--- config.mk ---
export PLATFORM = sky130hd
export DESIGN_NAME = in_port_sync
export DESIGN_NICKNAME = d
export VERILOG_FILES = /design/src/rtl/in_port_sync.sv
export SDC_FILE = /design/constraint.sdc
export NUM_CORES = 1
export LEC_CHECK = 0
export ABC_AREA = 1
export CAP_MARGIN = 20
export CELL_PAD_IN_SITES_DETAIL_PLACEMENT = 1
export CELL_PAD_IN_SITES_GLOBAL_PLACEMENT = 1
export CORE_MARGIN = 2
export CORE_UTILIZATION = 44
export DETAILED_ROUTE_END_ITERATION = 8
export HOLD_SLACK_MARGIN = 0.03
export PLACE_DENSITY_LB_ADDON = 0.05
export SLEW_MARGIN = 20
export SYNTH_ARGS = -nofsm -noshare
export SYNTH_HDL_FRONTEND = slang
export SYNTH_SLANG_ARGS = --single-unit
--- constraint.sdc ---
create_clock -name clk -period 2.3 [get_ports clk]
set_clock_uncertainty 0.05 [all_clocks]
set_input_delay 0.46 -clock clk [delete_from_list [all_inputs] [get_ports clk]]
set_output_delay 0.46 -clock clk [all_outputs]
set_load 0.1 [all_outputs]
--- src/rtl/in_port_sync.sv ---
// in_port_sync: input-port reader for the CPU IN path.
// Raw switch lines pass through a two-flop synchronizer. The synchronized value
// is debounced: it must hold for DEBOUNCE consecutive cycles (legal range 1..255)
// before it is committed to rd_data.
// The changed output pulses for one cycle on each commit.
// Optional macro IN_PORT_STICKY_EN: changed becomes a sticky flag that a
// core read (rd_en) clears. If a commit and a read happen in the same cycle,
// the commit wins and changed stays set.

module in_port_sync #(
    parameter int WIDTH    = 4,
    parameter int DEBOUNCE = 4
) (
    input  logic             clk,
    input  logic             n_rst,
    input  logic [WIDTH-1:0] sw_in,
    input  logic             rd_en,
    output logic [WIDTH-1:0] rd_data,
    output logic             changed,
    output logic             pending
);

    localparam int CW = $clog2(DEBOUNCE + 1);
    localparam logic [CW-1:0] CNT_LAST = CW'(DEBOUNCE - 1);

    typedef enum logic {
        STABLE,
        COUNTING
    } state_t;

    state_t           state;
    logic [WIDTH-1:0] sync1;
    logic [WIDTH-1:0] sync2;
    logic [WIDTH-1:0] candidate;
    logic [CW-1:0]    cnt;

`ifndef IN_PORT_STICKY_EN
    // The read strobe only matters for the sticky flag.
    logic unused_rd_en;
    assign unused_rd_en = rd_en;
`endif

    // Two-flop synchronizer. Only sync2 is used by the debounce logic.
    always_ff @(posedge clk or negedge n_rst) begin
        if (!n_rst) begin
            sync1 <= '0;
            sync2 <= '0;
        end else begin
            // NOTE: non-blocking so sync2 takes last cycle's sync1, giving two real stages.
            sync1 <= sw_in;
            sync2 <= sync1;
        end
    end

    // Debounce FSM: track a candidate value and commit it once it has been stable long enough.
    always_ff @(posedge clk or negedge n_rst) begin
        if (!n_rst) begin
            state     <= STABLE;
            candidate <= '0;
            cnt       <= '0;
            rd_data   <= '0;
            changed   <= 1'b0;
            pending   <= 1'b0;
        end else begin
`ifdef IN_PORT_STICKY_EN
            // A read clears the flag. A commit later in this block overrides the clear.
            if (rd_en) begin
                changed <= 1'b0;
            end
`else
            changed <= 1'b0;
`endif
            case (state)
                STABLE: begin
                    if (sync2 != rd_data) begin
                        if (DEBOUNCE == 1) begin
                            rd_data <= sync2;
                            changed <= 1'b1;
                        end else begin
                            candidate <= sync2;
                            cnt       <= CW'(1);
                            state     <= COUNTING;
                            pending   <= 1'b1;
                        end
                    end
                end
                COUNTING: begin
                    if (sync2 == rd_data) begin
                        // The input bounced back to the committed value: abandon the candidate.
                        cnt     <= '0;
                        state   <= STABLE;
                        pending <= 1'b0;
                    end else if (sync2 != candidate) begin
                        // A different new value appeared: restart the count on it.
                        candidate <= sync2;
                        cnt       <= CW'(1);
                    end else if (cnt == CNT_LAST) begin
                        rd_data <= candidate;
                        changed <= 1'b1;
                        cnt     <= '0;
                        state   <= STABLE;
                        pending <= 1'b0;
                    end else begin
                        cnt <= cnt + CW'(1);
                    end
                end
                default: begin
                    state   <= STABLE;
                    pending <= 1'b0;
                end
            endcase
        end
    end

endmodule

# After elaboration in Yosys (flattened, before gate mapping)
# Index checks and enable logic that the tools add are counted.
# Widths: inputs -> output; s select.
[word_totals] in_bits=7 register_bits=22 elab_cells=47 output_inout_bits=6
[op_classes] n_eq_ne=9 addsub=1 bitwise_logic=3 reduce_logical=3 mux=23
[ops] op="$mux 1" count=12
[ops] op="$mux 3" count=4
[ops] op="$mux 4" count=3
[ops] op="$ne 4x4->1" count=2
[ops] op="$pmux 4 s2" count=1
[ops] op="$pmux 3 s2" count=1
[ops] op="$reduce_and 3->1" count=2
[ops] op="$eq 4x4->1" count=1
[ops] op="$ne 2x2->1 const B" count=2
[ops] op="$pmux 1 s2" count=2
[ops] op="$reduce_and 4->1" count=1
[ops] op="$add 3x1->3 const B" count=1
[ops] op="$eq 3x2->1 const B" count=1
[ops] op="$ne 3x1->1 const B" count=1
[ops] op="$ne 3x3->1 const B" count=1
[ops] op="$not 1->1" count=3
[ops] op="$ne 2x1->1 const B" count=1

# Logic depth before layout (Yosys ltp)
[depth] ltp_word=5 depth_mapped=9 depth_no_buf=9

# Worst setup path before layout
# OpenSTA, ideal clock, no wires.
[synth_timing] path_type="register to register" start="reg rd_data[1]" end="reg cnt[0]" required_time_ns=2.126 period_less_slack_ns=1.851 arrival_time_ns=1.677 path_slack_ns=0.449 stages_incl_launch_ff=9 setup_time_ns=0.124 path_buffers=1 cell_sequence="dfrtp_1 inv_1 nand2_1 nand2_1 nor2_2 nand2_4 nand2_4 buf_12 nand3_1"
[synth_between] elab_chain_len=3 elab_cells_between_ends=5 cone_classes="eq/ne (3); mux (2)"
[synth_rtl] item="from (decl)" line="18" rtl="output logic [WIDTH-1:0] rd_data,"
[synth_rtl] item="from (signal assigned)" line="77" rtl="rd_data <= sync2;"
[synth_rtl] item="from (signal assigned)" line="98" rtl="rd_data <= candidate;"
[synth_rtl] item="$eq 4x4->1" line="88" rtl="if (sync2 == rd_data) begin"
[synth_rtl] item="$mux 3" line="88"
[synth_rtl] item="$pmux 3 s2" line="73" rtl="case (state)"
[synth_rtl] item="to (signal assigned)" line="104" rtl="cnt <= cnt + CW'(1);"
[synth_rtl] item="to (decl)" line="35" rtl="logic [CW-1:0] cnt;"
# Several ways; a longest one is shown, not always the timed one.
# A chain may end at the register's enable or synchronous reset.

# Final worst setup path
[layout_timing] start="reg rd_data[2]" end="out rd_data[2]"
# No word-level cell between the ends.

==> results.ini <==
[status]
status = finished, final reports clean

[finish]
area_growth_pct = 12.2
post-route-util_pct = 52.1
fillCellCount = 279
final_cell_count_no_fill = 148
drive_gt1_share_pct = 29.2
n_antenna_cell = 0
stdcell_area_um2 = 1150
nets = 130

[critical_path]
path_class = flop to output port
path_buf_inv = 1
path_delay_family = flip-flops
worstSetupPathDepth = 1
crit_arrival_ns = 1.03
cp.required_ns = 1.79
worstPathCellList = buf_4
endpoint_kind = output port
crit_path_max_fanout = 4
reg2regPathDepth = 6
critPathMaxStageDelay_ns = 0.42
cp-start-kind = flop
cp_slowest_cell = dfrtp_1

[timing]
finalSetupTns_ns = 0
setup_violations = 0
slew_headroom_pct = 71.6
min_period_over_period_pct = 66.8
period_needed_ns = 1.54
final_max_slew_viol_count = 0
fmax_mhz = 651
hold_violations = 0
worst_pin_slew_ns = 0.425
rsz0062_at_grt = no

[yosys]
synth_nets = 115
synth_edf_count = 0
avgSynthCellArea_um2 = 9.60
synthArstFlopShare_pct = 100
syn_area_um2 = 1030
yosys.area.top_type = dfrtp_1
ys_types = 20
ys.warnings.count = 0
ys_top_cells_by_area = dfrtp_1 54%, nand2_1 12%, o21ai_2 5.1%
synthFlopType = dfrtp_1
synth_most_common_cell = nand2_1
synth_top_area_share_pct = 53.6
ys_top_cells_by_count = 34 x nand2_1, 22 x dfrtp_1, 9 x inv_1
syn_inst = 107
ys_seq_area_share_pct = 53.6
ys_seq_elements = 22

[detailed_routing]
drt-total-wl_mm = 1.77
drcViolationCount = 0
vias = 706
ant_nets = 0
vias_per_cell = 4.77
met3_length_um = 57
drtIter0Drc = 3
first_pass_iters = 4
wl_met1_um = 837
wl_per_cell_um = 11.9
routed.top_layer = met4
wl_met2_um = 854

[job]
drv_cap = 0

[power]
p_per_area_nw_per_um2 = 996
power_mw = 1.15
leakage_nw = 0.589
ir_drop_uv = 677

[grt]
grt_pass1_wl_mm = 3.26
grt_overflow = 0
grt_pass1_vias = 735
antenna_found_initial = 0
gr-usage-all-layers_pct = 16.6
grt_max_degree = 23

[min_path]
hold_path.class = flop to flop
hold_depth = 0

[placed_design]
io_buffers = 11
dp_hpwl_mm = 1.37
place_area_um2 = 1130
dp.cells = 145
gp_congestion = 0.709

[floorplan]
start_util_pct = 46.4
die_x_um = 52.3
die_h_um = 52.3
num_io_pins = 13
fp-row-count = 17
core-area_um2 = 2210
die_area_um2 = 2740

[cts]
cts_resized = 0
root_buffer = clkbuf_4
cts_tree = done
hold_buffers = 0
cts_made_buffers = 3
post_cts_buffers = 0
clk_pin_slew_worst_paths_ns = 0.11
htreeDepth = 1
clkLatencyLatePin_ns = 0.29
clk_path_buf_depth = 2
cts_sinks = 22

[where the power goes]
group	leakage [nW]	internal, mW	total, mW	switching (mW)
Sequential	0.266	0.449	0.512	0.0629
Combinational	0.310	0.125	0.470	0.345
Clock	0.0138	0.0609	0.165	0.105
Total	0.589	0.635	1.15	0.513
[final timing paths]
kind	from	endpoint	slack (ns)
max	rd_data[2]	rd_data[2]	0.76
max reg2reg	cnt[0]	rd_data[1]	0.83
min in group asynchronous	n_rst	rd_data[2]	0.46
max in group asynchronous	n_rst	candidate[1]	1.53
min	sync1[2]	sync2[2]	0.31
min reg2reg	sync1[2]	sync2[2]	0.31
[logic make-up (layout without fill, tap and decap cells)]
| kind of cell | count (synthesis) | in the layout | share of synthesized area [%] |
|---|---|---|---|
| AO/OA/AOI/OAI | 6 | 6 | 5.12 |
| flip-flops | 22 | 22 | 53.6 |
| adder cells (fa/ha/maj) | 1 | 1 | 1.22 |
| XOR/XNOR | 2 | 2 | 1.71 |
| AND/OR/NAND/NOR | 60 | 60 | 29.8 |
| buffers and inverters | 16 | 29 | 8.53 |
[cell usage in the layout (no fill, tap or decap)]
cell             count
ha_1                 1
nand3_1              4
nand2_4              2
nor2_2               4
nand2_2              4
nand3_2              1
nand2_1             34
o21ai_2              6
nand3_4              1
buf_4                7
xor2_1               2
clkbuf_4             3
nor2_1               3
nand3b_1             1
dfrtp_1             22
inv_2                5
or2_2                1
clkdlybuf4s50_1      5
nand4_1              4
inv_1                9
and2_4               1
[layout make-up]
cell class | instances | area (um2) | share of cell area [%]
Tap cell | 28 | 35.0 | 3.04
Multi-Input combinational cell | 69 | 389 | 33.8
Timing Repair Buffer | 12 | 103 | 8.90
Sequential cell | 22 | 551 | 47.8
Inverter | 14 | 52.6 | 4.56
Clock buffer | 3 | 22.5 | 1.95
[stage by stage]
step                      hold slack [ns]  worst slack, ns
after floorplan                     0.114            0.449
after global placement              0.285            0.898
after detailed placement            0.292            0.882
after CTS                           0.318            0.756
after global routing                0.326            0.656
final                               0.313            0.764
[state kept, by name, summed over array words and instances (netlist names)]
| register | cells |
|---|---|
| sync1 | 4 |
| changed | 1 |
| pending | 1 |
| rd_data | 4 |
| cnt | 3 |
| state | 1 |
| sync2 | 4 |
| candidate | 4 |
[metal layers]
| metal | vias to the layer above | global-route usage, % |
|---|---|---|
| li1 | 358 | - |
| met1 | 338 | 21.3 |
| met2 | 8 | 26.9 |
| met3 | 2 | 3.43 |
| met4 | 0 | 7.69 |
| met5 | - | 0 |
Note: power is estimated with default switching activity, not from simulation.
